## src/rtl/key_speed_selector_if.sv

```systemverilog
// Key/step bundle between the key conditioning stage and its environment.
// The master drives the raw keys; the slave returns the debounced levels, the press pulses and the step.
interface key_speed_selector_if;
    logic [3:0] KEY;
    logic [3:0] KEY_DB;
    logic [3:0] PRESS;
    logic [3:0] STEP;
    logic       STEP_VALID;

    modport master (output KEY, input KEY_DB, PRESS, STEP, STEP_VALID);
    modport slave  (input KEY, output KEY_DB, PRESS, STEP, STEP_VALID);
endinterface

```

## src/rtl/key_speed_selector.sv

```systemverilog
// Debounces four active-low push-buttons into clean press pulses.
// It also latches a one-hot step value for the downstream rate counter.
module key_speed_selector #(
    parameter int unsigned DEBOUNCE_CYCLES = 1000000,
    parameter int unsigned CNT_W           = 20
) (
    input  logic                 CLOCK_50,
    input  logic                 RESET_N,
    key_speed_selector_if.slave  bus
);

    localparam int unsigned N_KEYS = 4;
    // The count reaches DEBOUNCE_CYCLES-1 on the same edge that commits the new level.
    localparam logic [CNT_W-1:0] CNT_LAST = CNT_W'(DEBOUNCE_CYCLES - 2);

    typedef enum logic [1:0] {REL, CHK_P, PRS, CHK_R} db_state_t;

    logic [N_KEYS-1:0] r_sync1;
    logic [N_KEYS-1:0] r_sync2;
    db_state_t         r_state   [N_KEYS];
    db_state_t         w_state_nxt [N_KEYS];
    logic [CNT_W-1:0]  r_cnt     [N_KEYS];
    logic [CNT_W-1:0]  w_cnt_nxt [N_KEYS];
    logic [N_KEYS-1:0] r_key_db;
    logic [N_KEYS-1:0] w_key_db_nxt;
    logic [N_KEYS-1:0] r_press;
    logic [N_KEYS-1:0] w_press_nxt;
    logic [N_KEYS-1:0] r_step;
    logic              r_step_valid;
    logic [N_KEYS-1:0] w_cand;
    logic              w_step_upd;

    // Two-flop synchronizer for the asynchronous buttons
    always_ff @(posedge CLOCK_50 or negedge RESET_N) begin
        if (!RESET_N) begin
            r_sync1 <= '1;
            r_sync2 <= '1;
        end else begin
            r_sync1 <= bus.KEY;
            r_sync2 <= r_sync1;
        end
    end

    always_ff @(posedge CLOCK_50 or negedge RESET_N) begin
        if (!RESET_N) begin
            for (int i = 0; i < int'(N_KEYS); i++) begin
                r_state[i] <= REL;
                r_cnt[i]   <= '0;
            end
            r_key_db <= '1;
            r_press  <= '0;
        end else begin
            for (int i = 0; i < int'(N_KEYS); i++) begin
                r_state[i] <= w_state_nxt[i];
                r_cnt[i]   <= w_cnt_nxt[i];
            end
            r_key_db <= w_key_db_nxt;
            r_press  <= w_press_nxt;
        end
    end

    // Per-key debounce: a level change must persist for the full window
    always_comb begin
        w_key_db_nxt = r_key_db;
        w_press_nxt  = '0;
        for (int i = 0; i < int'(N_KEYS); i++) begin
            w_state_nxt[i] = r_state[i];
            w_cnt_nxt[i]   = r_cnt[i];
            case (r_state[i])
                REL: begin
                    if (!r_sync2[i]) begin
                        w_state_nxt[i] = CHK_P;
                        w_cnt_nxt[i]   = '0;
                    end
                end
                CHK_P: begin
                    if (r_sync2[i]) begin
                        w_state_nxt[i] = REL;
                        w_cnt_nxt[i]   = '0;
                    end else if (r_cnt[i] == CNT_LAST) begin
                        w_state_nxt[i]  = PRS;
                        w_cnt_nxt[i]    = '0;
                        w_key_db_nxt[i] = 1'b0;
                        w_press_nxt[i]  = 1'b1;
                    end else begin
                        w_cnt_nxt[i] = r_cnt[i] + 1'b1;
                    end
                end
                PRS: begin
                    if (r_sync2[i]) begin
                        w_state_nxt[i] = CHK_R;
                        w_cnt_nxt[i]   = '0;
                    end
                end
                CHK_R: begin
                    if (!r_sync2[i]) begin
                        w_state_nxt[i] = PRS;
                        w_cnt_nxt[i]   = '0;
                    end else if (r_cnt[i] == CNT_LAST) begin
                        w_state_nxt[i]  = REL;
                        w_cnt_nxt[i]    = '0;
                        w_key_db_nxt[i] = 1'b1;
                    end else begin
                        w_cnt_nxt[i] = r_cnt[i] + 1'b1;
                    end
                end
                default: begin
                    w_state_nxt[i] = REL;
                    w_cnt_nxt[i]   = '0;
                end
            endcase
        end
    end

    // Lowest pressed index wins on simultaneous presses
    always_comb begin
        w_cand = '0;
        for (int i = int'(N_KEYS) - 1; i >= 0; i--) begin
            if (r_press[i]) begin
                w_cand    = '0;
                w_cand[i] = 1'b1;
            end
        end
        w_step_upd = (|r_press) && (w_cand != r_step);
    end

    always_ff @(posedge CLOCK_50 or negedge RESET_N) begin
        if (!RESET_N) begin
            r_step       <= '0;
            r_step_valid <= 1'b0;
        end else begin
            if (w_step_upd) begin
                r_step <= w_cand;
            end
            r_step_valid <= w_step_upd;
        end
    end

    assign bus.KEY_DB     = r_key_db;
    assign bus.PRESS      = r_press;
    assign bus.STEP       = r_step;
    assign bus.STEP_VALID = r_step_valid;

endmodule

```

## src/flat_wrapper.sv

```systemverilog
// flat-port wrapper written by rule: the top's interface ports become plain ports
module key_speed_selector_flat 
#(
    parameter int unsigned DEBOUNCE_CYCLES = 1000000,
    parameter int unsigned CNT_W           = 20
)
  (CLOCK_50, RESET_N, bus_KEY, bus_KEY_DB, bus_PRESS, bus_STEP, bus_STEP_VALID);
  key_speed_selector_if bus_i ();
  input  logic CLOCK_50;
  input  logic RESET_N;
  input wire logic [$bits(bus_i.KEY)-1:0] bus_KEY;
  output wire logic [$bits(bus_i.KEY_DB)-1:0] bus_KEY_DB;
  output wire logic [$bits(bus_i.PRESS)-1:0] bus_PRESS;
  output wire logic [$bits(bus_i.STEP)-1:0] bus_STEP;
  output wire logic [$bits(bus_i.STEP_VALID)-1:0] bus_STEP_VALID;
  assign bus_i.KEY = bus_KEY;
  assign bus_KEY_DB = bus_i.KEY_DB;
  assign bus_PRESS = bus_i.PRESS;
  assign bus_STEP = bus_i.STEP;
  assign bus_STEP_VALID = bus_i.STEP_VALID;
  key_speed_selector #(.DEBOUNCE_CYCLES(DEBOUNCE_CYCLES), .CNT_W(CNT_W)) u_core (.CLOCK_50(CLOCK_50), .RESET_N(RESET_N), .bus(bus_i));
endmodule
```

## config.mk

```make
export PLATFORM = sky130hd
export DESIGN_NAME = key_speed_selector_flat
export DESIGN_NICKNAME = d
export VERILOG_FILES = /design/src/rtl/key_speed_selector_if.sv /design/src/rtl/key_speed_selector.sv /design/src/flat_wrapper.sv
export SDC_FILE = /design/constraint.sdc
export NUM_CORES = 1
export LEC_CHECK = 0
export BUFFER_PORTS_ARGS = -buffer_cell sky130_fd_sc_hd__buf_2
export CAP_MARGIN = 30
export CORE_ASPECT_RATIO = 0.75
export CORE_MARGIN = 4
export CORE_UTILIZATION = 35
export CTS_BUF_LIST = sky130_fd_sc_hd__clkbuf_4 sky130_fd_sc_hd__clkbuf_8
export DETAILED_ROUTE_END_ITERATION = 10
export GPL_TIMING_DRIVEN = 1
export SLEW_MARGIN = 15
export SYNTH_ARGS = -nofsm -noshare
export SYNTH_HDL_FRONTEND = slang
export SYNTH_SLANG_ARGS = --single-unit
```

## constraint.sdc

```tcl
create_clock -name CLOCK_50 -period 4.12 [get_ports CLOCK_50]
set_input_delay 0.412 -clock CLOCK_50 [delete_from_list [all_inputs] [get_ports CLOCK_50]]
set_output_delay 0.412 -clock CLOCK_50 [all_outputs]
set_load 0.02 [all_outputs]
```

# Yosys cells after proc, flatten, opt, wreduce, memory -nomap -nowiden
# Index checks and enable logic that the tools add are counted.
# totals
regBits	109
latchBits	0
ramBits	0
romBits	0
in_bits	6
out_inout_bits	13
elab_cells	180
mem_count	0
# op_classes
add_sub_neg	4
mul	0
div	0
n_lt_le_gt_ge	0
eq_ne	49
shifts	0
muxes	88
bitwise	0
reduce_logical	22
# ops
cell	count
$mux W20	20
$pmux W20 S4	4
$add A20 B1 Y20 const B	4
$eq A20 B20 Y1 const B	4
$mux W2	24
$ne A2 B1 Y1 const B	16
$pmux W2 S4	4
$mux W1	28
$reduce_and A5 Y1	4
$eq A2 B2 Y1 const B	8
$mux W4	4
$ne A2 B2 Y1 const B	8
$reduce_and A4 Y1	4
$ne A3 B1 Y1 const B	4
$ne A3 B3 Y1 const B	4
$eq A2 B1 Y1 const B	4
$logic_not A2 Y1	4
$pmux W1 S2	4
$reduce_and A2 Y1	4
$reduce_bool A2 Y1	4
$ne A4 B4 Y1	1
$reduce_or A4 Y1	1
$logic_and A1 B1 Y1	1

# Longest topological paths before layout
# Gate-level depths: netlist of the first run.
# depth
ltp_word	6
depth_mapped	9
depth_no_buf	7

# Least setup slack after synthesis of the first run
# No wires, ideal clock.
# synth_timing
kind	reg2reg
start	register u_core.r_cnt[31] (netlist name)
end	register u_core.r_cnt[23] (netlist name)
setup_ps	121
t_arrival_ps	1888
t_required_ps	3999
slack_ps	2111
stages_incl_launch_ff	8
path_buffers	3
period_less_slack_ps	2009
path_cell_list	dfrtp_1 buf_6 or4_4 nor4_4 a21oi_2 buf_6 buf_6 a22o_1
# synth_between
elab_chain_cells	4
elab_cells_between_ends	5
cone_classes	eq/ne: 1; mux: 4
# synth_rtl
item	line_no	rtl
start, declared	key_speed_selector.sv:22	logic [CNT_W-1:0] r_cnt [N_KEYS];
start signal, assigned by index	key_speed_selector.sv:55	r_cnt[i] <= w_cnt_nxt[i];
$eq A20 B20 Y1 (*)	key_speed_selector.sv:80, key_speed_selector.sv:99	
$mux W20 (*)	key_speed_selector.sv:80, key_speed_selector.sv:99	
$mux W20 (on tied branches)	key_speed_selector.sv:96, key_speed_selector.sv:77	
$pmux W20 S4 (*)	key_speed_selector.sv:69	case (r_state[i])
# Every way passes the cells marked *; elsewhere a longest branch is shown, timed or not.
# A chain may end at the register's enable or synchronous reset.

# Worst setup path after layout of the first run
# layout_timing
start	register u_core.r_cnt[60] (netlist name)
end	register u_core.r_cnt[64] (netlist name)
# layout_between
elab_chain_cells	4
elab_cells_between_ends	6
cone_classes	add/sub: 1; eq/ne: 1; mux: 4
# layout_rtl
item	line_no
$add A20 B1 Y20 or $eq A20 B20 Y1 (tied branches)	--
$mux W20 (*)	key_speed_selector.sv:80, key_speed_selector.sv:99
$mux W20 (on tied branches)	key_speed_selector.sv:96, key_speed_selector.sv:77
$pmux W20 S4 (*)	key_speed_selector.sv:69
# Marked as above.

==> results of run 1 <==
sequential cells by signal, summed over array words and instances, names as in the netlist, named ones only:
| signal | cells |
|---|---|
| u_core.bus.PRESS | 4 |
| u_core.r_state | 4 |
| u_core.bus.STEP_VALID | 1 |
| u_core.bus.STEP | 4 |
| u_core.r_cnt | 80 |
| u_core.r_sync1 | 4 |
| u_core.bus.KEY_DB | 4 |
| u_core.r_sync2 | 4 |
routing by layer:
metal | track usage | part of all wire | vias to the layer above
met5 | 0 | 0 | -
met4 | 0.03882 | 0.0092 | 0
met3 | 0.02745 | 0.030 | 9
met2 | 0.2097 | 0.45 | 79
met1 | 0.2115 | 0.51 | 2372
li1 | - | - | 2343
cells in the final DEF, fill, tap and decap left out, types with 7 or more instances in the layout:
master,n
buf_2,17
o21ai_0,32
dfstp_2,12
nand4_1,21
nand3_1,48
a21oi_1,42
clkbuf_8,9
inv_1,20
a41oi_1,13
a22o_1,8
and3_1,9
nand2_1,75
nand2b_1,13
a31oi_1,56
dfrtp_1,97
nor2_1,34
nor3_1,18
and4_1,8
mux2i_1,7
ha_1,8
cells by family (layout without fill, tap and decap cells):
group / after synthesis / in the layout / synth area share
and+or+nand+nor: 267 / 267 / 0.2470
AOI/OAI and AO/OA: 175 / 175 / 0.1908
DFF: 109 / 109 / 0.4795
buffers and inverters: 49 / 62 / 0.03872
adders and majority gates: 8 / 8 / 0.01750
xor gates and xnor gates: 8 / 8 / 0.01225
muxes: 8 / 8 / 0.01422
cell type report:
cell class	count	share of cell area
clock inverters	7	0.01089
multi-input cells	466	0.4453
flip-flops and latches	109	0.4421
clock buffers	9	0.01997
repair buffers	26	0.02723
inverters	20	0.01210
well taps	210	0.04236
how the worst max path moves through the flow:
| stage | slack (ns) | to | start | cells past startpoint |
|---|---|---|---|---|
| floorplan | 2.11 | u_core.r_cnt[23] | u_core.r_cnt[31] | 7 |
| global placement | 1.78 | u_core.r_cnt[5] | u_core.r_cnt[0] | 7 |
| detailed placement | 1.75 | u_core.r_cnt[63] | u_core.r_cnt[60] | 8 |
| CTS | 1.73 | u_core.r_cnt[64] | u_core.r_cnt[60] | 8 |
| global route | 1.51 | u_core.r_cnt[75] | u_core.r_cnt[60] | 8 |
| finish | 1.70 | u_core.r_cnt[64] | u_core.r_cnt[60] | 8 |
worst max-delay path: stages (launching register included):
cell and delay, ns:
dfrtp_1 0.45, inv_1 0.10, ha_1 0.22, nor4bb_1 0.12, and4_1 0.25, a21oi_2 0.54, buf_4 0.36, a41oi_1 0.14
a31oi_1 0.17
per-stage QoR:
step	instance area (µm²)	hold slack (ns)	util
3_3_place_gp	5966	0.3456	0.3725
5_1_grt	6203	0.07100	0.3873
6_report	6203	0.1048	0.3873
2_1_floorplan	5719	0.1164	-
3_5_place_dp	5996	0.3469	0.3744
4_1_cts	6187	0.08239	0.3863
where the power goes:
part | internal, W | switching (W)
Combinational | 0.0000403 | 0.0000835
Sequential | 0.00110 | 0.0000392
Clock | 0.000235 | 0.000410
Total | 0.00137 | 0.000532
==> impl_summary.md, run 1 <==
Timing
The final setup violation count is 0. The final count of pins violating max slew was 0. The post-route fraction of the period consumed by the critical path is 0.5885. After routing, the total negative slack on setup checks comes to 0 ns. In this run the tightest slew margin relative to its limit is 0.4154.

The slack of the critical path is 1.696 ns. Setup repair after global routing left no endpoint under its margin. Timing would allow up to 412.5 MHz. For the finished layout, the period the worst path requires is about 2.4 ns. The total count of hold-check failures in the final report came to 0. Across the routed clock network, the largest skew measured is between 0.008 and 0.009 ns. At the pin with the least slew margin, the transition time is approximately 0.87 ns.

Synthesis
Counting every net in the synthesized netlist gives around 640. The dominant synthesized flop cell is dfrtp_1. After synthesis the netlist holds a flip-flop and latch count of approximately 110. The share of the synthesized area in the top cell type is 0.4244. The leading area contributor after synthesis is dfrtp_1.

Yosys attributes the largest share of cell area to dfrtp_1 (42%), a31oi_1 (6.1%), dfstp_2 (5.5%), nand2_1 (4.9%), nand3_1 (4.2%). The synthesized netlist occupies a cell area of around 5700 µm². In this run, synthesis inferred 0 flip-flops with an integrated enable. During synthesis, Yosys emitted a total of 0 warnings. dfrtp_1 is the most common cell in the netlist.

The proportion of synthesized chip area in sequential cells is 0.4795. The count of distinct cell types in the synthesized netlist is 53. The synthesized area divided by synthesized cell count is around 9.2 µm². The commonest cells after synthesis are dfrtp_1 (97), nand2_1 (75), a31oi_1 (56). Synthesis produced ~620 cells. For this run, asynchronously set or reset flops after synthesis account for 1.000.

Placement
Before CTS, the worst setup slack after placement is roughly 1.8 ns. The global placer's final weighted congestion is 0.8577. The placed wire-length estimate after detailed placement is about 9000 µm. The count of placed standard cells including taps is 829. The total of buffers placed on input and output ports is 18.

Clock tree
After clock tree synthesis, the flow added hold-fix buffers numbering 0. TritonCTS built the clock tree. The clock net in this run drives a total of about 110 sinks.

The buffer depth of the longest clock path is 2. The number of clock buffers inserted by TritonCTS is 9. Once the clock tree was built, the setup fixing pass inserted 0 buffers.

The H-tree level count is 3. The root buffer cell chosen for the clock tree is clkbuf_8. At the later pin of the worst-skew pair, clock insertion delay measures between 0.3 and 0.4 ns. The post-CTS resize count is 0. Clock-pin slew was measured on the worst setup and hold paths at ~0.11 ns.

Finish
The sequential cell area in the final layout is 2743 µm². Excluding fillers, the count of instances in the completed layout stands at between 800 and 900. The share of cells above drive strength 1 is 0.1099.

In the final design database the tool counted approximately 650 nets. Relative to the synthesized area, the layout overhead comes to 8.466%. In the final layout, the multi-input gates occupy ~2800 µm².

The antenna diode instance count is 0. After filler insertion, the fill cell instance count of the layout stands at about 1600.

Global routing
The maximum number of pins on one net before global-route repair is slightly above 60. The total overflow left after global routing is 0. In the global route stage, overall resource usage came out at 0.1418. The number of global-route vias before repair came to between 4000 and 5000. The number of antenna violations at the first check in global routing was 0. The first global-routing pass estimated 21870 µm of wire.

Worst setup path
In this run the worst path has a maximum fanout of 21. The worst register-to-register path ends at u_core.r_cnt[64]. The critical path is of the flop to flop type.

The nature of the critical path endpoint is a flop. At the worst endpoint, the required time is 4.42 ns. The data arrival at the endpoint of the critical path is 2.72 ns. The startpoint class of the critical path is a flop. The source of the worst register-to-register timing path is u_core.r_cnt[60]. The register-to-register path setup slack is around 1.7 ns. For the worst flop-to-flop path, the logic depth is 8.

Power
The post-route total power is 0.001906 W. The static leakage is between 2 and 3 nW. The worst IR drop on VDD is around 0.15 mV. The power density over the cells is roughly 310 nW/µm².

Detailed routing
The number of vias per cell after detailed routing is 5.671. The starting DRC count in detailed routing is about 380. In the final routed layout, each cell accounts on average for between 15 and 20 µm. After detailed routing, the number of remaining DRC violations is 0.

The number of vias in the routed layout is between 4000 and 5000. Wires add up to between 10000 and 15000 µm. The first detailed-routing pass took 6 iterations. The number of routed nets with antenna violations is 0.

Die
The effective utilization at floorplan is 0.3571. The die covers between 15000 and 20000 µm². The boundary pin count is 19.

In this run the vertical extent of the chip is ~120 µm. The area of the core is about 16000 µm². After floorplanning, the core was divided into 40 placement rows.

In this run the horizontal extent of the chip is 155.6 µm.

Min path
The path class of the tightest hold or removal check is input pin to asynchronous set/reset pin.

Status
The run finished with clean final reports.

Job
The max capacitance violation total is 0.
No activity file was read; power rests on OpenSTA's default activity.
==> run 2: changes to the inputs <==
- ABC_AREA: not set -> 1
- clock period: 4.12 -> 2.5 ns (I/O delays scaled with it)
==> run 2 against run 1 <==
  * Setup slack got worse by 0.96 ns
  * Largest power group unchanged
  * Critical path type unchanged
  * Hold slack improved by 0.26 ns
  * First-iteration DRC count increased by 32%
  * Total power increased by 69%
  * Sequential cell count unchanged
  * Largest cell class unchanged
  * Routed wire length increased by 17%
  * Critical path depth increased by 1
  * Cell count increased by 38%
==> impl_summary.md, run 2 <==
Detailed routing
The number of vias in the routed layout is 5611 (was 4803). The number of vias per cell after detailed routing is 4.796 (was 5.671). The final wirelength is 14910 µm (was 12790 µm).

The remaining design rule violation count is 0 (unchanged). The final routed wire length divided by cell count is 12.74 µm (was 15.09 µm). The number of search-and-repair iterations in the first detailed-routing pass is 5 (was 6). The number of routed nets with antenna violations is 0 (unchanged). The starting DRC count in detailed routing is 504 (was 383).

Finish
The post-layout net count was 937 (was 646). The antenna diode instance count was 0 (unchanged). The layout overhead on the synthesized area is 8.992% (was 8.466%). The flip-flop count of the largest register, all copies and words added came to 80 (unchanged). The post-layout instance area is 7128 µm² (was 6203 µm²). Most used cells in the layout excluding fill and tap cells: nand2_1 (268), nor2_1 (108), dfrtp_1 (97) (was dfrtp_1 (97), nand2_1 (75), a31oi_1 (56)). The share of cells above drive strength 1 is 0.1239 (was 0.1099). The commonest non-fill, non-tap cell in the layout was nand2_1 (was dfrtp_1). The register with the most flip-flops is u_core.r_cnt (unchanged).

Global routing
The global-route wire length before repair is 25930 µm (was 21870 µm). The total track usage is 0.1462 (was 0.1418). The number of global-route vias before repair is 5111 (was 4382). The maximum number of pins on one net before global-route repair is 54 (was 62).

The overflow left after global routing is 0 (unchanged). The number of antenna violations at the first check in global routing was 0 (unchanged).

Worst setup path
The source of the worst register-to-register timing path is u_core.r_cnt[0] (was u_core.r_cnt[60]). The startpoint class of the critical path is a flop (unchanged). The required time reported for the critical path endpoint is 2.78 ns (was 4.42 ns). The class of the most critical setup path is flop to flop (unchanged). The data arrival at the endpoint of the critical path is 2.04 ns (was 2.72 ns). The worst flop-to-flop path endpoint is u_core.r_cnt[12] (was u_core.r_cnt[64]). The worst reg2reg path depth is 9 (was 8). The biggest fanout along the worst timing path is 13 (was 21). The register-to-register path setup slack came to 0.73 ns (was 1.70 ns). The nature of the critical path endpoint is a flop (unchanged).

Status
Outcome: complete, no violations (unchanged).

Power
The worst IR drop on VDD is 0.2130 mV (was 0.1540 mV). The power density over the cells was 451.3 nW/µm² (was 307.3 nW/µm²). The static leakage is 2.979 nW (was 2.506 nW).

Placement
The total of buffers placed on input and output ports is 18 (unchanged). The post-place setup slack is 0.7347 ns (was 1.751 ns). The global placer's final weighted congestion was 0.9278 (was 0.8577). The placed wire-length estimate after detailed placement was 11170 µm (was 8768 µm).

The placed cell area came to 6883 µm² (was 5996 µm²).

Synthesis
Cell types with the highest counts after synthesis: nand2_1 (268), nor2_1 (108), dfrtp_1 (97) (was dfrtp_1 (97), nand2_1 (75), a31oi_1 (56)). The synthesized area divided by synthesized cell count was 7.291 µm² (was 9.165 µm²). The number of enable-type register cells in the synthesized netlist is 0 (unchanged). The leading area contributor after synthesis is dfrtp_1 (unchanged).

The dominant synthesized flop cell is dfrtp_1 (unchanged). The yosys synthesis warning count is 0 (unchanged). The post-synthesis cell count is 897 (was 624).

The share of the synthesized area in the top cell type is 0.3711 (was 0.4244). Area contributors post-synth: dfrtp_1 (37%), nand2_1 (15%), nor2_1 (6.2%), nand3_1 (5.9%), inv_1 (5.2%) (was dfrtp_1 (42%), a31oi_1 (6.1%), dfstp_2 (5.5%), nand2_1 (4.9%), nand3_1 (4.2%)). The async set or reset register ratio after synthesis is 1.000 (unchanged). The post-synth net total is 911 (was 638). The proportion of synthesized chip area in sequential cells came to 0.4194 (was 0.4795). The register bit total from synthesis is 109 (unchanged). The dominant cell by count in the synthesized netlist is nand2_1 (was dfrtp_1).

The count of distinct cell types in the synthesized netlist is 40 (was 53). The post-synthesis cell area is 6540 µm² (was 5719 µm²).

Clock tree
The later-pin clock latency in the skew report is 0.39 ns (was 0.38 ns). The H-tree level count came to 3 (unchanged). The post-CTS setup buffer count is 0 (unchanged). The clock tree from TritonCTS is built (unchanged). The number of clock buffers inserted by TritonCTS is 9 (unchanged). The root buffer cell is clkbuf_8 (unchanged).

The buffer depth of the longest clock path is 2 (unchanged). The clock transition at the register clock pins on the worst setup and hold paths after CTS is 0.12 ns (was 0.11 ns). The TritonCTS sink count is 109 (unchanged).

Die
The overall die area is 20960 µm² (was 18470 µm²). The effective utilization at floorplan came to 0.3639 (was 0.3571). The boundary pin count is 19 (unchanged). The overall die height is 126.4 µm (was 118.7 µm).

The area of the core is 17970 µm² (was 16020 µm²). The die extent in x is 165.8 µm (was 155.6 µm). The number of rows created at floorplan is 42 (was 40).

Timing
The total negative slack for setup checks is 0 ns (unchanged). The worst clock skew is 0.01541 ns (was 0.008872 ns). The clock period minus final worst setup slack is 1.768 ns (was 2.424 ns). The slack of the critical path was 0.7324 ns (was 1.696 ns). The remaining max-slew budget at the tightest pin is 0.6467 (was 0.4154).

The highest achievable clock rate is 565.8 MHz (was 412.5 MHz). The post-route fraction of the period consumed by the critical path came to 0.7070 (was 0.5885). The final count of pins violating max slew is 0 (unchanged).

The transition time at the pin with the least slew margin is 0.5300 ns (was 0.8697 ns). The final setup violation count is 0 (unchanged). RSZ-0062 raised after global routing: false (unchanged). The total count of hold-check failures in the final report is 0 (unchanged).

Job
The max capacitance violation total is 0 (unchanged).

Min path
The beginning of the worst hold path is u_core.r_sync1[3]. For hold timing, the worst endpoint is u_core.r_sync2[3]. The number of cells on the worst hold path is 0.

The class of the most critical hold timing path is flop to flop (was input pin to asynchronous set/reset pin).
run 2: worst max-delay path by stage:
| stage | start | to | slack, ns |
|---|---|---|---|
| after floorplan | u_core.r_cnt[20] | u_core.r_cnt[31] | 1.00 |
| after global placement | u_core.r_cnt[0] | u_core.r_cnt[16] | 0.80 |
| after detailed placement | u_core.r_cnt[0] | u_core.r_cnt[16] | 0.73 |
| after CTS | u_core.r_cnt[0] | u_core.r_cnt[12] | 0.72 |
| after global routing | u_core.r_cnt[0] | u_core.r_cnt[12] | 0.53 |
| final | u_core.r_cnt[0] | u_core.r_cnt[12] | 0.73 |
run 2: timing repair:
item,in CTS,in global routing
endpoints found under the hold margin,40,0
hold buffers,5,0
gates resized for setup,0,0
run 2: critical path, cell delays in order, from the launching register on:
cell	delay, ns
dfrtp_1	0.49
inv_2	0.10
ha_1	0.16
nand4_1	0.08
nor2_1	0.11
nand3_1	0.15
nand2_2	0.28
inv_2	0.13
nand3_1	0.09
nand2_1	0.05
run 2: logic make-up after synthesis:
| kind of cell | after synthesis | share of synthesized area |
|---|---|---|
| AND/OR/NAND/NOR | 546 | 0.3715 |
| buffers and inverters | 114 | 0.07327 |
| flip-flops | 109 | 0.4194 |
| AO/OA/AOI/OAI | 92 | 0.08188 |
| XOR/XNOR | 28 | 0.03865 |
| adder cells (fa/ha/maj) | 8 | 0.01531 |
run 2: report_power, final:
group	total [W]	internal (W)	switching, W
registers	0.00187	0.00181	0.0000614
clock network	0.00108	0.000428	0.000653
logic	0.000265	0.0000773	0.000188
run 2: area by class of cell:
type | instances | area (µm²)
fill | 1889 | 10840
timing repair buffer | 27 | 185.2
sequential | 109 | 2743
inverter | 102 | 384.1
tap | 242 | 302.8
clock buffer | 11 | 151.4
multi-input combinational | 674 | 3318
clock inverter | 5 | 43.79
run 2: per-stage QoR:
| step | util | hold WS [ns] | power [W] | std cells |
|---|---|---|---|---|
| 6_report | 0.3966 | 0.3617 | 0.003217 | 1170 |
| 5_1_grt | 0.3966 | 0.3692 | 0.003377 | 1170 |
| 4_1_cts | 0.3966 | 0.3634 | 0.003268 | 1170 |
| 3_5_place_dp | 0.3830 | 0.2765 | 0.002172 | 1149 |
| 3_3_place_gp | 0.3830 | 0.2712 | 0.002168 | 1149 |
| 2_1_floorplan | - | -0.04559 | 0.002070 | 897 |
run 2: metal layers:
layer  track usage  part of all wire
met1        0.2357              0.56
met2        0.2039              0.39
met3       0.02862             0.041
met4       0.02279            0.0068
met5             0                 0
==> run 3: changes to the inputs <==
- clock period: 2.5 -> 1.8 ns (I/O delays scaled with it)
==> run 3 against run 2 <==
  * Total power increased by 41%
  * Critical path depth decreased by 1
  * Clock skew rose by 0.0061 ns
  * Routed wire length is 1.7% higher
  * Setup slack got worse by 0.59 ns
  * Die area stayed put
  * First-iteration DRC count rose by 13%
  * Largest power group unchanged
  * Sequential power increased by 39%
==> impl_summary.md, run 3 (synthesis results as in run 2) <==
Die
The area of the core is 17970 µm² (unchanged). The effective utilization at floorplan was 0.3639 (unchanged). The number of rows created at floorplan came to 42 (unchanged). The overall die height is 126.4 µm (unchanged).

The boundary pin count is 19 (unchanged). The die extent in x is 165.8 µm (unchanged). The overall die area is 20960 µm² (unchanged).

Detailed routing
The number of routed nets with antenna violations is 0 (unchanged). The final wirelength was 15160 µm (was 14910 µm). The number of vias per cell after detailed routing came to 4.792 (was 4.796). The number of search-and-repair iterations in the first detailed-routing pass is 5 (unchanged). The starting DRC count in detailed routing is 567 (was 504). The remaining design rule violation count is 0 (unchanged). The final routed wire length divided by cell count is 12.78 µm (was 12.74 µm).

The number of vias in the routed layout came to 5683 (was 5611).

Worst setup path
The required time reported for the critical path endpoint is 2.06 ns (was 2.78 ns). The class of the most critical setup path was flop to flop (unchanged). The data arrival at the endpoint of the critical path is 1.91 ns (was 2.04 ns). The nature of the critical path endpoint is a flop (unchanged). The startpoint class of the critical path is a flop (unchanged). The biggest fanout along the worst timing path is 10 (was 13).

Clock tree
The later-pin clock latency in the skew report came to 0.39 ns (about the same). The root buffer cell was clkbuf_8 (unchanged). The buffer depth of the longest clock path is 2 (unchanged). The TritonCTS sink count was 109 (unchanged). The clock tree from TritonCTS is built (unchanged). The H-tree level count was 3 (unchanged).

The clock transition at the register clock pins on the worst setup and hold paths after CTS was 0.12 ns (about the same). The number of clock buffers inserted by TritonCTS is 9 (unchanged).

Timing
The total count of hold-check failures in the final report came to 0 (unchanged). The transition time at the pin with the least slew margin is 0.4520 ns (was 0.5300 ns). The worst clock skew came to 0.02151 ns (was 0.01541 ns). The remaining max-slew budget at the tightest pin came to 0.6987 (was 0.6467). The clock period minus final worst setup slack is 1.657 ns (was 1.768 ns). RSZ-0062 raised after global routing: false (unchanged).

The highest achievable clock rate is 603.5 MHz (was 565.8 MHz). The final count of pins violating max slew is 0 (unchanged). The post-route fraction of the period consumed by the critical path came to 0.9205 (was 0.7070).

The final setup violation count was 0 (unchanged). The total negative slack for setup checks was 0 ns (unchanged).

Finish
The layout overhead on the synthesized area is 11.80% (was 8.992%). The fraction of the core area covered by cells at the end of the flow is 0.4069 (was 0.3966). Most used cells in the layout excluding fill and tap cells: nand2_1 (268), nor2_1 (107), dfrtp_1 (95) (was nand2_1 (268), nor2_1 (108), dfrtp_1 (97)). The post-layout net count is 953 (was 937).

The register with the most flip-flops was u_core.r_cnt (unchanged). The share of cells above drive strength 1 came to 0.1441 (was 0.1239). The post-layout instance area came to 7312 µm² (was 7128 µm²).

The flip-flop count of the largest register, all copies and words added is 80 (unchanged). The antenna diode instance count is 0 (unchanged). The commonest non-fill, non-tap cell in the layout is nand2_1 (unchanged).

Global routing
The overflow left after global routing is 0 (unchanged). The number of global-route vias before repair is 5317 (was 5111). The maximum number of pins on one net before global-route repair came to 34 (was 54). The total track usage is 0.1507 (was 0.1462). The global-route wire length before repair is 26630 µm (was 25930 µm).

The number of antenna violations at the first check in global routing is 0 (unchanged).

Status
Outcome: complete, no violations (unchanged).

Power
The worst IR drop on VDD came to 0.3349 mV (was 0.2130 mV). The static leakage came to 3.090 nW (was 2.979 nW). The power density over the cells is 618.9 nW/µm² (was 451.3 nW/µm²).

Job
The max capacitance violation total is 0 (unchanged).

Placement
The global placer's final weighted congestion came to 0.8773 (was 0.9278). The placed cell area came to 7033 µm² (was 6883 µm²). The placed wire-length estimate after detailed placement is 11410 µm (was 11170 µm). The total of buffers placed on input and output ports was 18 (unchanged).

Min path
The class of the most critical hold timing path is input pin to asynchronous set/reset pin (was flop to flop).
==> run 3: final cells by class <==
type                       count  area, µm²
timing repair buffer          43      355.3
fill                        1875      10660
multi-input combinational    674       3336
tap                          242      302.8
inverter                     102      384.1
clock inverter                 6      51.30
clock buffer                  10      137.6
sequential                   109       2745
==> run 3: worst paths after layout <==
| kind | start | endpoint | slack [ns] | cells past startpoint |
|---|---|---|---|---|
| max | u_core.r_cnt[0] | u_core.r_cnt[8] | 0.14 | 8 |
| min | RESET_N | u_core.r_cnt[54] | 0.27 | 2 |
| max reg2reg | u_core.r_cnt[0] | u_core.r_cnt[8] | 0.14 | 8 |
| min reg2reg | u_core.r_sync1[0] | u_core.r_sync2[0] | 0.35 | 0 |
| max in group asynchronous | RESET_N | u_core.r_sync1[0] | 0.92 | 3 |
| min in group CLOCK_50 | u_core.r_sync1[0] | u_core.r_sync2[0] | 0.35 | 0 |
==> run 3: power by group <==
group	switching (W)	internal (W)	total (W)
clock network	0.000940	0.000568	0.00151
registers	0.0000850	0.00252	0.00260
logic	0.000276	0.000141	0.000417
==> run 3: metal layers <==
layer | vias to the layer above | share of wire | track usage
li1 | 2986 | - | -
met1 | 2540 | 0.54 | 0.2353
met2 | 144 | 0.39 | 0.2109
met3 | 13 | 0.057 | 0.03670
met4 | 0 | 0.0075 | 0.02958
met5 | - | 0 | 0
==> run 3: critical path: stages, from the launching register on <==
cell and delay, ns:
dfrtp_2 0.48, inv_2 0.08, ha_1 0.18, nand4_1 0.08
nor2_1 0.15, nand3_2 0.15, nand2_2 0.13, buf_4 0.18
o22ai_1 0.09
==> run 3: metrics by stage <==
step | total power (W) | worst slack [ns] | hold slack (ns) | cells
4_1_cts | 0.004585 | 0.03477 | 0.2723 | 1185
3_5_place_dp | 0.003055 | 0.07091 | 0.1655 | 1164
2_1_floorplan | 0.002875 | 0.3036 | -0.1156 | 897
3_3_place_gp | 0.003052 | 0.06490 | 0.1607 | 1164
6_report | 0.004525 | 0.1431 | 0.2725 | 1186
5_1_grt | 0.004756 | 0.02526 | 0.2960 | 1186
==> run 3: what timing repair did <==
action / CTS / global route
setup endpoints to repair: 0 / 33
setup buffers: 0 / 1
hold endpoints to repair: 29 / 0
gates resized for setup: 0 / 6
hold buffers: 5 / 0
